## config.mk

```make
export PLATFORM = sky130hd
export DESIGN_NAME = peg_l2_mac_tx_framer
export DESIGN_NICKNAME = d
export VERILOG_FILES = /design/src/rtl/peg_l2_mac_tx_framer.sv
export SDC_FILE = /design/constraint.sdc
export NUM_CORES = 1
export LEC_CHECK = 0
export CORE_ASPECT_RATIO = 0.8
export CORE_MARGIN = 1
export CORE_UTILIZATION = 53
export CTS_BUF_LIST = sky130_fd_sc_hd__clkbuf_16
export DETAILED_ROUTE_END_ITERATION = 7
export GPL_ROUTABILITY_DRIVEN = 0
export PLACE_DENSITY = 0.75
export SYNTH_ARGS = -nofsm -noshare
export SYNTH_HDL_FRONTEND = slang
export SYNTH_SLANG_ARGS = --single-unit
```

## constraint.sdc

```tcl
create_clock -name clk -period 2.1 [get_ports clk]
set_clock_uncertainty 0.1 [all_clocks]
set_input_delay 0.315 -clock clk [delete_from_list [all_inputs] [get_ports clk]]
set_output_delay 0.315 -clock clk [all_outputs]
set_load 0.02 [all_outputs]
```

## src/rtl/peg_l2_mac_tx_framer.sv

```systemverilog
// peg_l2_mac_tx_framer
//   Wraps an upstream Ethernet frame body (DA..payload) with a 7-byte
//   preamble, SFD, optional zero padding and a CRC-32 FCS. It then enforces
//   the inter-packet gap before the next frame starts.
//
// Optional feature macro: PEG_MAC_TX_PAD_EN
//   defined   -> short bodies are padded with 0x00 up to MIN_FRAME_BYTES.
//   undefined -> no PAD state; the FCS covers the body bytes only.
//
// Ports
//   clk, rst_n           clock, asynchronous active-low reset
//   pkt_in_*             upstream byte stream (valid/ready handshake)
//   pkt_out_*            framed byte stream to the RS tx port
//
// Only PKT_DATA_W = 8 is supported.
//
// state | meaning
// IDLE  | waiting for an upstream sop; non-sop bytes are dropped
// PRE   | sending seven 0x55 preamble bytes
// SFD   | sending 0xD5, arming the CRC
// DATA  | zero-latency pass-through of the frame body
// PAD   | zero fill up to the minimum frame length (macro builds only)
// FCS   | sending the inverted CRC, LSB first
// IPG   | idle gap, counted only on cycles with pkt_out_ready=1

module peg_l2_mac_tx_framer #(
  parameter int PKT_DATA_W      = 8,
  parameter int IPG_BYTES       = 12,
  parameter int MIN_FRAME_BYTES = 60
) (
  input  logic                  clk,
  input  logic                  rst_n,
  input  logic                  pkt_in_valid,
  input  logic                  pkt_in_sop,
  input  logic                  pkt_in_eop,
  input  logic                  pkt_in_error,
  input  logic [PKT_DATA_W-1:0] pkt_in_data,
  output logic                  pkt_in_ready,
  output logic                  pkt_out_valid,
  output logic                  pkt_out_sop,
  output logic                  pkt_out_eop,
  output logic                  pkt_out_error,
  output logic [PKT_DATA_W-1:0] pkt_out_data,
  input  logic                  pkt_out_ready
);

  localparam int                SLOT_W   = 8;
  localparam logic [SLOT_W-1:0] PRE_LAST = SLOT_W'(6);
  localparam logic [SLOT_W-1:0] FCS_LAST = SLOT_W'(3);
  localparam logic [SLOT_W-1:0] IPG_LAST = SLOT_W'(IPG_BYTES - 1);
  localparam logic [31:0]       CRC_INIT = 32'hFFFF_FFFF;
  localparam logic [31:0]       CRC_POLY = 32'hEDB8_8320;

  typedef enum logic [2:0] {
    IDLE,
    PRE,
    SFD,
    DATA,
`ifdef PEG_MAC_TX_PAD_EN
    PAD,
`endif
    FCS,
    IPG
  } state_t;

  state_t            state_q, state_d;
  logic [SLOT_W-1:0] slot_q, slot_d;   // down-counter for PRE / FCS / IPG slots
  logic [31:0]       crc_q, crc_d;
  logic              err_q, err_d;
  logic [31:0]       fcs;

`ifdef PEG_MAC_TX_PAD_EN
  localparam logic [10:0] MIN_CNT = 11'(MIN_FRAME_BYTES);
  logic [10:0] cnt_q, cnt_d, cnt_inc;
  assign cnt_inc = (cnt_q == 11'h7FF) ? cnt_q : cnt_q + 11'd1;
`endif

  function automatic logic [31:0] crc32_byte(input logic [31:0] crc, input logic [7:0] d);
    logic [31:0] c;
    c = crc ^ {24'h0, d};
    for (int i = 0; i < 8; i++) begin
      c = c[0] ? ((c >> 1) ^ CRC_POLY) : (c >> 1);
    end
    return c;
  endfunction

  assign fcs = ~crc_q;

  always_ff @(posedge clk or negedge rst_n) begin
    if (!rst_n) begin
      state_q <= IDLE;
      slot_q  <= '0;
      crc_q   <= CRC_INIT;
      err_q   <= 1'b0;
`ifdef PEG_MAC_TX_PAD_EN
      cnt_q   <= '0;
`endif
    end else begin
      state_q <= state_d;
      slot_q  <= slot_d;
      crc_q   <= crc_d;
      err_q   <= err_d;
`ifdef PEG_MAC_TX_PAD_EN
      cnt_q   <= cnt_d;
`endif
    end
  end

  always_comb begin
    state_d       = state_q;
    slot_d        = slot_q;
    crc_d         = crc_q;
    err_d         = err_q;
`ifdef PEG_MAC_TX_PAD_EN
    cnt_d         = cnt_q;
`endif
    pkt_in_ready  = 1'b0;
    pkt_out_valid = 1'b0;
    pkt_out_sop   = 1'b0;
    pkt_out_eop   = 1'b0;
    pkt_out_error = 1'b0;
    pkt_out_data  = '0;

    case (state_q)
      IDLE: begin
        if (pkt_in_valid) begin
          if (pkt_in_sop) begin
            state_d = PRE;
            slot_d  = PRE_LAST;
          end else begin
            // Drop stray bytes, but keep ready low while reset is held.
            pkt_in_ready = rst_n;
          end
        end
      end

      PRE: begin
        pkt_out_valid = 1'b1;
        pkt_out_data  = 8'h55;
        pkt_out_sop   = (slot_q == PRE_LAST);
        if (pkt_out_ready) begin
          if (slot_q == '0) state_d = SFD;
          else              slot_d  = slot_q - 1'b1;
        end
      end

      SFD: begin
        pkt_out_valid = 1'b1;
        pkt_out_data  = 8'hD5;
        if (pkt_out_ready) begin
          state_d = DATA;
          crc_d   = CRC_INIT;
`ifdef PEG_MAC_TX_PAD_EN
          cnt_d   = '0;
`endif
        end
      end

      DATA: begin
        pkt_in_ready  = pkt_out_ready;
        pkt_out_valid = pkt_in_valid;
        pkt_out_data  = pkt_in_data;
        if (!pkt_in_valid) begin
          err_d = 1'b1;
        end else if (pkt_out_ready) begin
          crc_d = crc32_byte(crc_q, pkt_in_data);
`ifdef PEG_MAC_TX_PAD_EN
          cnt_d = cnt_inc;
`endif
          if (pkt_in_eop) begin
            err_d  = err_q | pkt_in_error;
            slot_d = FCS_LAST;
`ifdef PEG_MAC_TX_PAD_EN
            state_d = (cnt_inc < MIN_CNT) ? PAD : FCS;
`else
            state_d = FCS;
`endif
          end
        end
      end

`ifdef PEG_MAC_TX_PAD_EN
      PAD: begin
        pkt_out_valid = 1'b1;
        pkt_out_data  = '0;
        if (pkt_out_ready) begin
          crc_d = crc32_byte(crc_q, 8'h00);
          cnt_d = cnt_inc;
          if (cnt_inc >= MIN_CNT) begin
            state_d = FCS;
            slot_d  = FCS_LAST;
          end
        end
      end
`endif

      FCS: begin
        pkt_out_valid = 1'b1;
        case (slot_q[1:0])
          2'd3:    pkt_out_data = fcs[7:0];
          2'd2:    pkt_out_data = fcs[15:8];
          2'd1:    pkt_out_data = fcs[23:16];
          default: pkt_out_data = fcs[31:24];
        endcase
        pkt_out_eop   = (slot_q == '0);
        pkt_out_error = (slot_q == '0) & err_q;
        if (pkt_out_ready) begin
          if (slot_q == '0) begin
            state_d = IPG;
            slot_d  = IPG_LAST;
          end else begin
            slot_d = slot_q - 1'b1;
          end
        end
      end

      IPG: begin
        if (pkt_out_ready) begin
          if (slot_q == '0) begin
            err_d = 1'b0;
            // Fold the IDLE sop decision into the last gap slot so a waiting
            // frame starts exactly IPG_BYTES idle slots after the previous eop.
            if (pkt_in_valid && pkt_in_sop) begin
              state_d = PRE;
              slot_d  = PRE_LAST;
            end else begin
              state_d = IDLE;
            end
          end else begin
            slot_d = slot_q - 1'b1;
          end
        end
      end

      default: state_d = IDLE;
    endcase
  end

endmodule

```

; ---- Word level (Yosys, flattened, before mapping)
; Index checks and enable logic that the tools add are counted.
[word_totals]
in_bits = 15
out_inout_bits = 13
ff_bits = 44
[op_classes]
n_addsub = 1
muxes = 54
bitwise_logic = 12
n_eq_ne = 25
n_reduce_logical = 11
[op_table]
columns = op, count
row1 = $mux 32, 11
row2 = $not 13->14, 8
row3 = $mux 8, 12
row4 = $pmux 32 s2, 1
row5 = $pmux 8 s5, 1
row6 = $mux 3, 12
row7 = $not 32->32, 1
row8 = $pmux 8 s4, 1
row9 = $xor 32x8->32, 1
row10 = $ne 2x2->1 const B, 13
row11 = $pmux 8 s3, 1
row12 = $pmux 3 s6, 1
row13 = $reduce_and 12->1, 1
row14 = $mux 1, 11
row15 = $reduce_and 11->1, 1
row16 = $ne 3x3->1 const B, 3
row17 = $eq 8x3->1 const B, 1
row18 = $logic_not 8->1, 1
row19 = $sub 8x1->8 const B, 1
row20 = $eq 3x2->1 const B, 2
row21 = $eq 3x3->1 const B, 2
row22 = $pmux 1 s2, 3
row23 = $reduce_and 5->1, 1
row24 = $reduce_bool 5->1, 1
row25 = other kinds (10), 12

; ---- Longest topological paths before layout
[depth]
word_depth = 20
depth_mapped = 9
depth_no_buf = 7

; ---- Worst setup path before layout
; OpenSTA, ideal clock, no wires.
[synth_timing]
path_type = register -> output
startpoint = reg slot_q[0]
endpoint = out pkt_out_error
setup_slack_ns = -0.425
t_required_ns = 1.685
arrival_time_ns = 2.110
stages_incl_launch_ff = 8
path_buffers = 1
path_cell_list = dfrtp_1 -> inv_1 -> ha_1 -> clkbuf_1 -> nor3b_1 -> nand2_1 -> nor2_1 -> and2_1
[synth_via]
elab_chain_cells = 3
[synth_rtl]
columns = item, line_no
row1 = "start, declared", 67  ; logic [SLOT_W-1:0] slot_q, slot_d;
row2 = "start signal, assigned", 100  ; slot_q <= slot_d;
row3 = $logic_not 8->1, 206  ; pkt_out_error = (slot_q == '0) & err_q;
row4 = $and 1x1->1, 206
row5 = $mux 1, 124  ; case (state_q)
row6 = "end, declared", 42  ; output logic pkt_out_error,
; Every way passes these cells.

; ---- Final worst setup path
[layout_timing]
startpoint = reg slot_q[0]
endpoint = out pkt_out_data[0]
[layout_via]
elab_chain_cells = 3
elab_cells_between_ends = 5
cone_classes = eq/ne (3) / mux (2)
[layout_rtl]
columns = item, line_no
row1 = $eq 2x1->1 / $eq 2x2->1 (equally long branches), 199  ; case (slot_q[1:0])
row2 = $pmux 8 s3 *, 199
row3 = $pmux 8 s4 *, 124
row4 = "end, declared", 43  ; output logic [PKT_DATA_W-1:0] pkt_out_data,
; Every way passes the cells marked *; elsewhere a longest branch is shown, timed or not.

==> metrics.yaml <==
root_buffer: "clkbuf_16"
synth_edf_count: 0
dp_hpwl_mm: 6.39
die_w_um: 87.9
start_kind: "register"
status: "complete, but fails checks"
crit_fanout: 8
cpLargestDelayFamily: "buffers and inverters"
synth_cells: 351
drtIter0Drc: 182
finalWorstSetupSlack_ns: -0.133
async_flop_share_pct: 100
setup_viol_count_final: 14
core_area_um2: 5560
ys_seq_area_share_pct: 36.5
r2r-start: "slot_q[1]"
period_needed_ns: 2.23
io_buffers: 27
grt_max_degree: 45
rows: 24
cp.depth: 8
area_delta_synth_final_pct: 43.2
slew_headroom_pct: 61.9
diodes: 0
clk_latency_ns: 0.29
wl_per_cell_um: 18.1
synth_area_leader_cell: "dfstp_2"
cp_num_buf_inv: 4
yosysWarnings: 0
start_util_pct: 56.3
tightest_slew_ns: 0.571
cp_cell_sequence: "buf_6, ha_4, inv_6, buf_6, o221ai_4, o21ai_2, o22ai_1, buf_4"
clockBufferDepth: 2
fmax_mhz: 448
hold_viol_final: 0
cts.sinks: 44
violations: "setup timing"
avgViaCountPerCell: 5.78
synth_top_area_share_pct: 26.9
io_pins: 28
num-fill-cells: 353
cp.required_ns: 1.68
r2r_slack_ns: -0.11
layout.nets: 476
dpl_worst_slack_ns: -0.304
synth_nets: 371
path_clk_slew_ns: 0.06
overflow: 0
dieArea_um2: 6220
cts_tree: "built"
drt-pass1-iter-count: 5
rsz0062_at_grt: "yes"
grt_first_pass_wirelength_mm: 14.7
critPathKind: "reg -> out"
vias: 3093
slowest_delay_ns: 0.43
cts_made_buffers: 5
grt_pass1_vias: 3031
grtUsageTotal_pct: 30.9
antenna_found_initial: 0
htree_levels: 2
r2r_end: "slot_q[0]"
cts_hold_buf: 0
cap_violations: 0
mostFrequentLayoutCells: "buf_4, nor2_1, xnor2_1"
critPathCaptureType: "primary output"
cp.arrival_ns: 1.82
drive_above_1_share_pct: 40.3
slew_violations: 0
synth_area_per_cell_um2: 8.91
reg2regPathDepth: 10
drc_errors: 0
synthDistinctLibCells: 46
ys_seq_elements: 44
synthTopCellsByArea: "dfstp_2, xnor2_1, dfrtp_1, a21oi_1, nor2_1"
final_common_cell: "buf_4"
hold_class: "in -> async"
drt-total-wl_mm: 9.71
slowest_stage: "dfrtp_1"
crit_top_cell: "buf_6"
syn-cell-area_um2: 3130
die_h_um: 70.7
final_min_period_over_clock_period_pct: 106
ant_nets: 0
crit_start: "slot_q[0]"
crit_path_end: "pkt_out_data[0]"
synthFlopType: "dfstp_2"
[logic make-up after synthesis]
family	count (synthesis)	share of synthesized area, %
buffers and inverters	24	2.88
XOR/XNOR	75	24.4
AO/OA/AOI/OAI	96	18.6
AND/OR/NAND/NOR	106	15.3
adder cells (fa/ha/maj)	5	2.00
multiplexers	1	0.320
flip-flops	44	36.5
[flip-flops by register name, indices dropped and copies added (netlist names)]
signal and flops:
slot_q 8, crc_q 32, err_q 1, state_q 3
[layer usage]
layer  vias up  part of all wire (%)  global-route usage, %
li1       1423                     -                      -
met1      1516                    43                   42.6
met2       130                    49                   51.1
met3        24                   6.1                   4.67
met4         0                   1.8                   7.83
met5         -                     0                      0
[worst reg2reg max path, stage by stage (launching register included)]
cell and delay, ns:
dfrtp_1 0.40, inv_2 0.13, buf_12 0.11, ha_4 0.13, nor3b_4 0.22, buf_6 0.14
nand4_1 0.09, o211ai_1 0.23, buf_4 0.25, a31oi_1 0.06, o22a_1 0.23
[per-stage QoR]
step	area (um^2)	hold slack, ns	setup TNS (ns)	util, %	std cells
after floorplan	3160	-0.0806	-0.0363	-	351
after global placement	4020	0.345	-4.99	72.3	512
after detailed placement	4020	0.354	-5.96	72.3	512
after CTS	4240	0.0514	-0.0902	76.3	525
after global routing	4480	0.0792	-2.13	80.7	535
final	4480	0.0122	-0.745	80.7	535
[final cells by class]
type                            count  area [um^2]  share of cell area, %
Timing Repair Buffer              115          960                   21.4
Inverter                            7         36.3                  0.810
Tap cell                           78         97.6                   2.18
Sequential cell                    44         1140                   25.5
Clock buffer                        5          125                   2.79
Multi-Input combinational cell    283         2110                   47.0
Clock inverter                      3         13.8                  0.307
[synthesized netlist by cell type, types with 2 or more instances]
library cell	instances
nand2b_1	10
nor2_1	49
a21oi_1	38
buf_1	2
inv_1	7
o31ai_1	4
a31oi_1	3
and2_1	2
nand4_1	2
nor3_1	4
and3_1	2
xnor2_2	2
a22o_1	2
o221ai_1	8
o22ai_1	6
a22oi_1	3
xnor2_1	50
dfstp_2	32
clkbuf_1	15
nand3_1	4
or4_1	2
ha_1	5
o21ai_0	21
xor2_1	17
xnor3_2	2
nor4_1	2
dfrtp_1	12
o22a_1	2
nand2_1	23
xnor3_1	3
or2_2	2
[how the worst min path moves through the flow]
stage | startpoint | end | cells past startpoint
after floorplan | rst_n | err_q | 0
after detailed placement | rst_n | err_q | 2
final | rst_n | state_q[0] | 2
after CTS | rst_n | slot_q[3] | 2
after global routing | rst_n | state_q[1] | 2
after global placement | rst_n | state_q[1] | 2
[timing repair]
item	4_1_cts	5_1_grt
setup endpoints to repair	13	28
buffers inserted	5	9
pin swaps	6	21
gates cloned	0	1
resized for setup	85	52
Power is left out: the tool's default activity adds up to more than one toggle a clock period on the data nets, which glitch-free logic cannot reach.
